[src/rtl/multi_dataflow_cfg_package.sv]
// multi_dataflow_cfg_package: accelerator register offsets and the config-master FSM state type.
package multi_dataflow_cfg_package;
  localparam logic [31:0] OFS_TRIGGER    = 32'h00;
  localparam logic [31:0] OFS_ACQUIRE    = 32'h04;
  localparam logic [31:0] OFS_FINISHED   = 32'h08;
  localparam logic [31:0] OFS_STATUS     = 32'h0C;
  localparam logic [31:0] OFS_SOFT_CLEAR = 32'h14;
  localparam logic [31:0] OFS_JOB_REGS   = 32'h40;
  typedef enum logic [2:0] {IDLE, ACQ, ACQ_WAIT, CFG, TRIG, WAIT_EVT, DONE} state_e;
endpackage

[src/rtl/multi_dataflow_cfg_watchdog.sv]
// multi_dataflow_cfg_watchdog: counts enabled cycles and flags expiry once LIMIT is reached.
module multi_dataflow_cfg_watchdog #(
  parameter int unsigned LIMIT = 65535
) (
  input  logic clk_i,
  input  logic rst_ni,
  input  logic en_i,
  input  logic clear_i,
  output logic expired_o
);
  localparam int W = $clog2(LIMIT + 1);
  logic [W-1:0] r_cnt;
  always_ff @(posedge clk_i or negedge rst_ni)
    if (!rst_ni) r_cnt <= '0;
    else if (clear_i || !en_i) r_cnt <= '0;
    else if (!expired_o) r_cnt <= r_cnt + 1'b1;
  assign expired_o = r_cnt == W'(LIMIT);
endmodule

[src/rtl/multi_dataflow_cfg_master.sv]
// multi_dataflow_cfg_master: acquires an accelerator job slot, streams job registers, triggers and waits for the end event.
// Optional event watchdog enabled by defining MULTI_DATAFLOW_CFG_TIMEOUT_EN.
module multi_dataflow_cfg_master
  import multi_dataflow_cfg_package::*;
#(
  parameter int unsigned ID_WIDTH       = 10,
  parameter logic [31:0] BASE_ADDR      = 32'h0,
  parameter int unsigned TIMEOUT_CYCLES = 65535
) (
  input  logic                clk_i,
  input  logic                rst_ni,
  input  logic                clear_i,
  input  logic                cfg_valid_i,
  output logic                cfg_ready_o,
  input  logic [7:0]          cfg_idx_i,
  input  logic [31:0]         cfg_data_i,
  input  logic                cfg_last_i,
  output logic                periph_req_o,
  input  logic                periph_gnt_i,
  output logic [31:0]         periph_add_o,
  output logic                periph_wen_o,
  output logic [3:0]          periph_be_o,
  output logic [31:0]         periph_data_o,
  output logic [ID_WIDTH-1:0] periph_id_o,
  input  logic                periph_r_valid_i,
  input  logic [31:0]         periph_r_data_i,
  input  logic [ID_WIDTH-1:0] periph_r_id_i,
  input  logic                evt_i,
  output logic                busy_o,
  output logic                done_o,
  output logic [7:0]          job_id_o,
  output logic                error_o
);
  state_e r_state, w_next;
  logic [7:0] r_job_id;
  logic w_expired;
  logic w_unused;
`ifdef MULTI_DATAFLOW_CFG_TIMEOUT_EN
  logic r_error;
  multi_dataflow_cfg_watchdog #(.LIMIT(TIMEOUT_CYCLES)) u_watchdog (
    .clk_i    (clk_i),
    .rst_ni   (rst_ni),
    .en_i     (r_state == WAIT_EVT),
    .clear_i  (clear_i),
    .expired_o(w_expired)
  );
  always_ff @(posedge clk_i or negedge rst_ni)
    if (!rst_ni) r_error <= 1'b0;
    else if (clear_i) r_error <= 1'b0;
    else if (r_state == WAIT_EVT && w_expired && !evt_i) r_error <= 1'b1;
  assign error_o  = r_error;
  assign w_unused = ^{periph_r_data_i[30:8], periph_r_id_i};
`else
  assign w_expired = 1'b0;
  assign error_o   = 1'b0;
  assign w_unused  = ^{periph_r_data_i[30:8], periph_r_id_i, TIMEOUT_CYCLES, w_expired};
`endif
  always_ff @(posedge clk_i or negedge rst_ni)
    if (!rst_ni) r_state <= IDLE;
    else r_state <= w_next;
  always_ff @(posedge clk_i or negedge rst_ni)
    if (!rst_ni) r_job_id <= '0;
    else if (!clear_i && r_state == ACQ_WAIT && periph_r_valid_i && !periph_r_data_i[31])
      r_job_id <= periph_r_data_i[7:0];
  always_comb begin
    w_next        = r_state;
    periph_req_o  = 1'b0;
    periph_wen_o  = 1'b0;
    periph_be_o   = 4'h0;
    periph_add_o  = '0;
    periph_data_o = '0;
    case (r_state)
      IDLE: w_next = cfg_valid_i ? ACQ : IDLE;
      ACQ: begin
        periph_req_o = 1'b1;
        periph_wen_o = 1'b1;
        periph_be_o  = 4'hF;
        periph_add_o = BASE_ADDR + OFS_ACQUIRE;
        w_next       = periph_gnt_i ? ACQ_WAIT : ACQ;
      end
      ACQ_WAIT: w_next = !periph_r_valid_i ? ACQ_WAIT : periph_r_data_i[31] ? ACQ : CFG;
      CFG: begin
        periph_req_o  = cfg_valid_i;
        periph_be_o   = {4{cfg_valid_i}};
        periph_add_o  = BASE_ADDR + OFS_JOB_REGS + {22'd0, cfg_idx_i, 2'b00};
        periph_data_o = cfg_data_i;
        w_next        = (cfg_valid_i && periph_gnt_i && cfg_last_i) ? TRIG : CFG;
      end
      TRIG: begin
        periph_req_o = 1'b1;
        periph_be_o  = 4'hF;
        periph_add_o = BASE_ADDR + OFS_TRIGGER;
        w_next       = periph_gnt_i ? WAIT_EVT : TRIG;
      end
      WAIT_EVT: begin
        // Expiry issues a soft-clear write and abandons the job without done.
        periph_req_o  = !evt_i && w_expired;
        periph_be_o   = {4{periph_req_o}};
        periph_add_o  = periph_req_o ? BASE_ADDR + OFS_SOFT_CLEAR : '0;
        periph_data_o = {31'd0, periph_req_o};
        w_next        = evt_i ? DONE : (periph_req_o && periph_gnt_i) ? IDLE : WAIT_EVT;
      end
      DONE: w_next = IDLE;
      default: w_next = IDLE;
    endcase
    if (clear_i) begin
      w_next       = IDLE;
      periph_req_o = 1'b0;
    end
  end
  assign cfg_ready_o = (r_state == CFG) && periph_req_o && periph_gnt_i;
  assign periph_id_o = '0;
  assign busy_o      = r_state != IDLE;
  assign done_o      = r_state == DONE;
  assign job_id_o    = r_job_id;
endmodule

[config.mk]
export PLATFORM = sky130hd
export DESIGN_NAME = multi_dataflow_cfg_master
export DESIGN_NICKNAME = d
export VERILOG_FILES = /design/src/rtl/multi_dataflow_cfg_package.sv /design/src/rtl/multi_dataflow_cfg_watchdog.sv /design/src/rtl/multi_dataflow_cfg_master.sv
export SDC_FILE = /design/constraint.sdc
export NUM_CORES = 1
export LEC_CHECK = 0
export CORE_MARGIN = 1
export CORE_UTILIZATION = 23
export DETAILED_ROUTE_END_ITERATION = 6
export PLACE_DENSITY = 0.89
export SYNTH_ARGS = -nofsm -noshare
export SYNTH_HDL_FRONTEND = slang
export SYNTH_SLANG_ARGS = --single-unit
[constraint.sdc]
create_clock -name clk_i -period 2.45 [get_ports clk_i]
set_clock_uncertainty 0.2 [all_clocks]
set_input_delay 0.6125 -clock clk_i [delete_from_list [all_inputs] [get_ports clk_i]]
set_output_delay 0.6125 -clock clk_i [all_outputs]
set_load 0.01 [all_outputs]
======== Word level (Yosys, flattened, before mapping) ========
Cells that the tools add are included.
word-level totals
  bits in registers ....................... 11
  output and inout bits ................... 92
  logic and storage cells ................. 36
cells by class
  $add $sub $neg .......................... 1
  eq/ne operators ......................... 6
  muxes and demuxes ....................... 15
  reductions and logical operators ........ 12
operators by type and width
  kind                     number
  $mux W32                 1
  $pmux W11 S2             1
  $pmux W3 S6              1
  $add A7 B10 Y11 const A  1
  $eq A3 B3 Y1 const B     3
  $mux W2                  4
  $pmux W4 S2              1
  $logic_and A1 B1 Y1      7
  $eq A3 B2 Y1 const B     2
  $mux W3                  2
  $mux W1                  4
  $eq A3 B1 Y1 const B     1
  $logic_not A3 Y1         1
  $reduce_bool A3 Y1       1
  $logic_not A1 Y1         2
  $pmux W1 S2              1
  $reduce_or A2 Y1         1

======== Depth between registers and ports, before layout ========
  depth after elaboration ................. 6
  mapped depth ............................ 5

======== Worst setup path before layout ========
Ideal clock, no wire load.
  path kind ............................... flip-flop to output port
  start ................................... register r_state[2]
  end ..................................... output periph_be_o[1]
  arrival ................................. 1.218 ns
  setup slack ............................. 0.420 ns
  stages on the path, launching flop included .. 6
  path buffers ............................ 2
  path through ............................ dfrtp_1 -> buf_4 -> xor2_1 -> a22oi_1 -> inv_1 -> buf_4
on the way
  longest elaborated chain between the ends .. 3
  elaborated cells on any way between the ends .. 5
  classes of those cells .................. eq/ne: 3; mux: 1; reduce/logical: 1
ends and longest elaborated chain
  item                                          line                             RTL
  from (decl)                                   multi_dataflow_cfg_master.sv:34  state_e r_state, w_next;
  from (signal assigned)                        multi_dataflow_cfg_master.sv:60  else r_state <= w_next;
  $eq A3 B3 Y1 or $eq A3 B1 Y1 (tied branches)  multi_dataflow_cfg_master.sv:72  case (r_state)
  $reduce_or A2 Y1 (no source line)             -
  $pmux W4 S2 (*)                               multi_dataflow_cfg_master.sv:72
  to (decl)                                     multi_dataflow_cfg_master.sv:22  output logic [3:0] periph_be_o,
Mark *: on every way between the ends. The rest lies on a longest branch, timed or not.

======== Worst setup path in the final report ========
  start ................................... register r_state[0]
  end ..................................... output periph_be_o[0]
The elaborated chain is that of the path after synthesis.

==> metrics <==
status finished, final reports clean; Area growth, synth to finish 93.2%; synth cell count leaders buf_4 (40), and2_1 (37), dfrtp_1 (11), mux2_2 (9), nor2_1 (6); pre-CTS WS -0.415 ns; Mapped Area 0.00121 mm²; gr usage total 11.5%; Clk pwr share 23.1%; CTS Buf Count 3; Max Freq 0.416 GHz; combinational power share 47.0%; CP Launch Type flop; clk slew on worst S/H paths 0.05 ns; Final setup viols 0; Worst EP arrival 1.59 ns; Final Max Slew Viols 0; dominant cell type by area after synthesis buf_4; Finished Layout Cells 333; Tmin final 2.40 ns; Fillers 507; CTS tree done; initial antenna violation count 0; global-route wire length before repair 4970 µm; largest net degree at the start of global routing 21; vias in the first global route 1111; Synth Register Bits 11; Top Ports 182; max_cap viols 0; worst-margin pin slew 0.495 ns; worst-path fanout max 7; Worst Path Class, Setup reg2out; Initial Util 23.7%; fraction of registers with async set/reset 100%; gate count of the mapped netlist 140; DR vias/cell 3.89; Flop pwr share 29.9%; GRT overflow 0; nets 355; Final Hold Viols 0; cts hold-fix bufs 0; r2r setup slk 0.70 ns; die span in y 74.6 µm; leading post-synthesis cells by cell area buf_4 (25%), dfrtp_1 (23%), and2_1 (19%); die area 0.00557 mm²; post-DP HPWL 3050 µm; # rows 26; Hold Crit Class reg2reg; via total after detailed routing 1294; clock latency on the worst-skew pair 0.23 ns; unrepaired setup endpoints after global routing true; max_slew headroom 66.9%; cell area power density 330 mW/mm²; Synth warnings 0; layout cells sized above 1 17.5%; DRT Wirelength 3490 µm; Netlist cell types 31; drt pass-1 iters 2; Sw Pwr 222 µW; Root Driver clkbuf_8; Avg Cell Area, Syn 8.66 µm²; Finished Core Util 45.9%; count leader, synth buf_4; # port buffers 114; Die X 74.6 µm; P_int 551 µW; DRC 0; antenna cells 0; period utilisation layout 98.1%; DRT antenna net count 0; Core ar. 0.00511 mm²; Synth top area share 24.8%; Iter 0 DRT Violations 18; final worst slack 0.0470 ns; Setup crit end kind primary output; post-synthesis sequential area ratio 22.7%; CTS max path bufs 2; Synth Flop Type dfrtp_1; Crit path required time 1.64 ns; Max rail drop VDD 0.242 mV; Final GP Congestion 0.769; Static Leak 0.00126 µW; H-tree level count 1; Switching Share 28.7%; CTS sink count 11; # placed instances 324; wire length per cell 10.5 µm; Post-synth EDFFs 0
==> repair_timing <==
item,4_1_cts,5_1_grt
endpoints found under the setup margin,50,8
resized for setup,76,13
buffers inserted,4,1
pin swaps,1,2
==> path summary, 6_finish.rpt <==
path / startpoint / endpoint / depth (start not counted)
setup / recovery: r_state[0] / periph_be_o[0] / 6
hold reg to reg: job_id_o[2] / job_id_o[2] / 1
min in group asynchronous: rst_ni / job_id_o[0] / 1
max in group asynchronous: rst_ni / r_state[0] / 1
setup reg to reg: r_state[2] / r_state[1] / 5
hold / removal: job_id_o[2] / job_id_o[2] / 1
==> cells in the final DEF (no fill, tap or decap) <==
master           count
a21oi_1              2
a22oi_2              1
a311oi_1             1
a31oi_1              1
a32o_1               1
and2_1              37
and3b_2              1
buf_2                5
buf_4               14
buf_8                2
clkbuf_1             1
clkbuf_2             4
clkbuf_8             3
clkdlybuf4s15_1      3
clkdlybuf4s50_1     61
conb_1              34
dfrtp_1             10
dfrtp_2              1
dlygate4sd2_1       40
dlymetal6s2s_1       1
ha_2                 1
inv_1                1
inv_2                1
mux2_2               9
mux2i_1              2
nand2_1              3
nand3_1              2
nand3_4              1
nand3b_4             1
nand4_1              1
nor2_1               6
nor2b_2              1
nor3_1               2
nor3b_1              1
nor3b_4              1
o21a_1               2
o31a_1               1
or3_1                1
xnor2_1              1
xor2_1               2
==> routing by layer <==
| metal | vias up | GRT usage, % | routed length, µm |
|---|---|---|---|
| li1 | 627 | - | - |
| met1 | 578 | 11.9 | 1240 |
| met2 | 89 | 24.4 | 1920 |
| met3 | 0 | 1.90 | 337 |
| met4 | 0 | 1.26 | 0 |
| met5 | - | 0 | 0 |
==> logic make-up after synthesis <==
| kind of cell | count (synthesis) | synth area share, % |
|---|---|---|
| XOR/XNOR | 3 | 2.17 |
| adder cells (fa/ha/maj) | 1 | 1.03 |
| buffers and inverters | 46 | 27.2 |
| other | 1 | 0.309 |
| multiplexers | 11 | 10.0 |
| flip-flops | 11 | 22.7 |
| AND/OR/NAND/NOR | 58 | 31.1 |
| AO/OA/AOI/OAI | 9 | 5.47 |
==> sequential cells by signal (all words and copies together), names as in the netlist <==
register and count:
job_id_o 8, r_state 3
==> power groups by stage <==
stage / clock [µW] / combinational (µW) / sequential [µW]
detailed placement: 0 / 365 / 238
floorplan: 0 / 173 / 248
CTS: 187 / 359 / 231
finish: 178 / 363 / 231
global route: 191 / 394 / 236
global placement: 0 / 357 / 236
==> final cells by class <==
type                       count  area, µm²  area share [%]
tap                           70       87.6            3.74
sequential                    11        277            11.8
timing repair buffer         130       1180            50.5
inverter                       2       7.51           0.321
clock buffer                   4       45.0            1.92
multi-input combinational    116        742            31.7
==> stage by stage <==
step	hold slack [ns]	area, µm²	power (µW)	TNS [ns]
2_1_floorplan	0.117	1340	421	0
3_3_place_gp	0.288	2320	593	-5.62
3_5_place_dp	0.296	2320	603	-6.01
4_1_cts	0.308	2340	777	0
5_1_grt	0.327	2340	820	-0.0241
6_report	0.300	2340	772	0
==> worst max-delay path: stages (launching register included) <==
cell	delay [ns]
dfrtp_2	0.39
buf_4	0.16
nor2b_2	0.16
a22oi_2	0.20
buf_4	0.14
inv_2	0.03
dlygate4sd2_1	0.27
No activity file was read; power rests on OpenSTA's default activity.
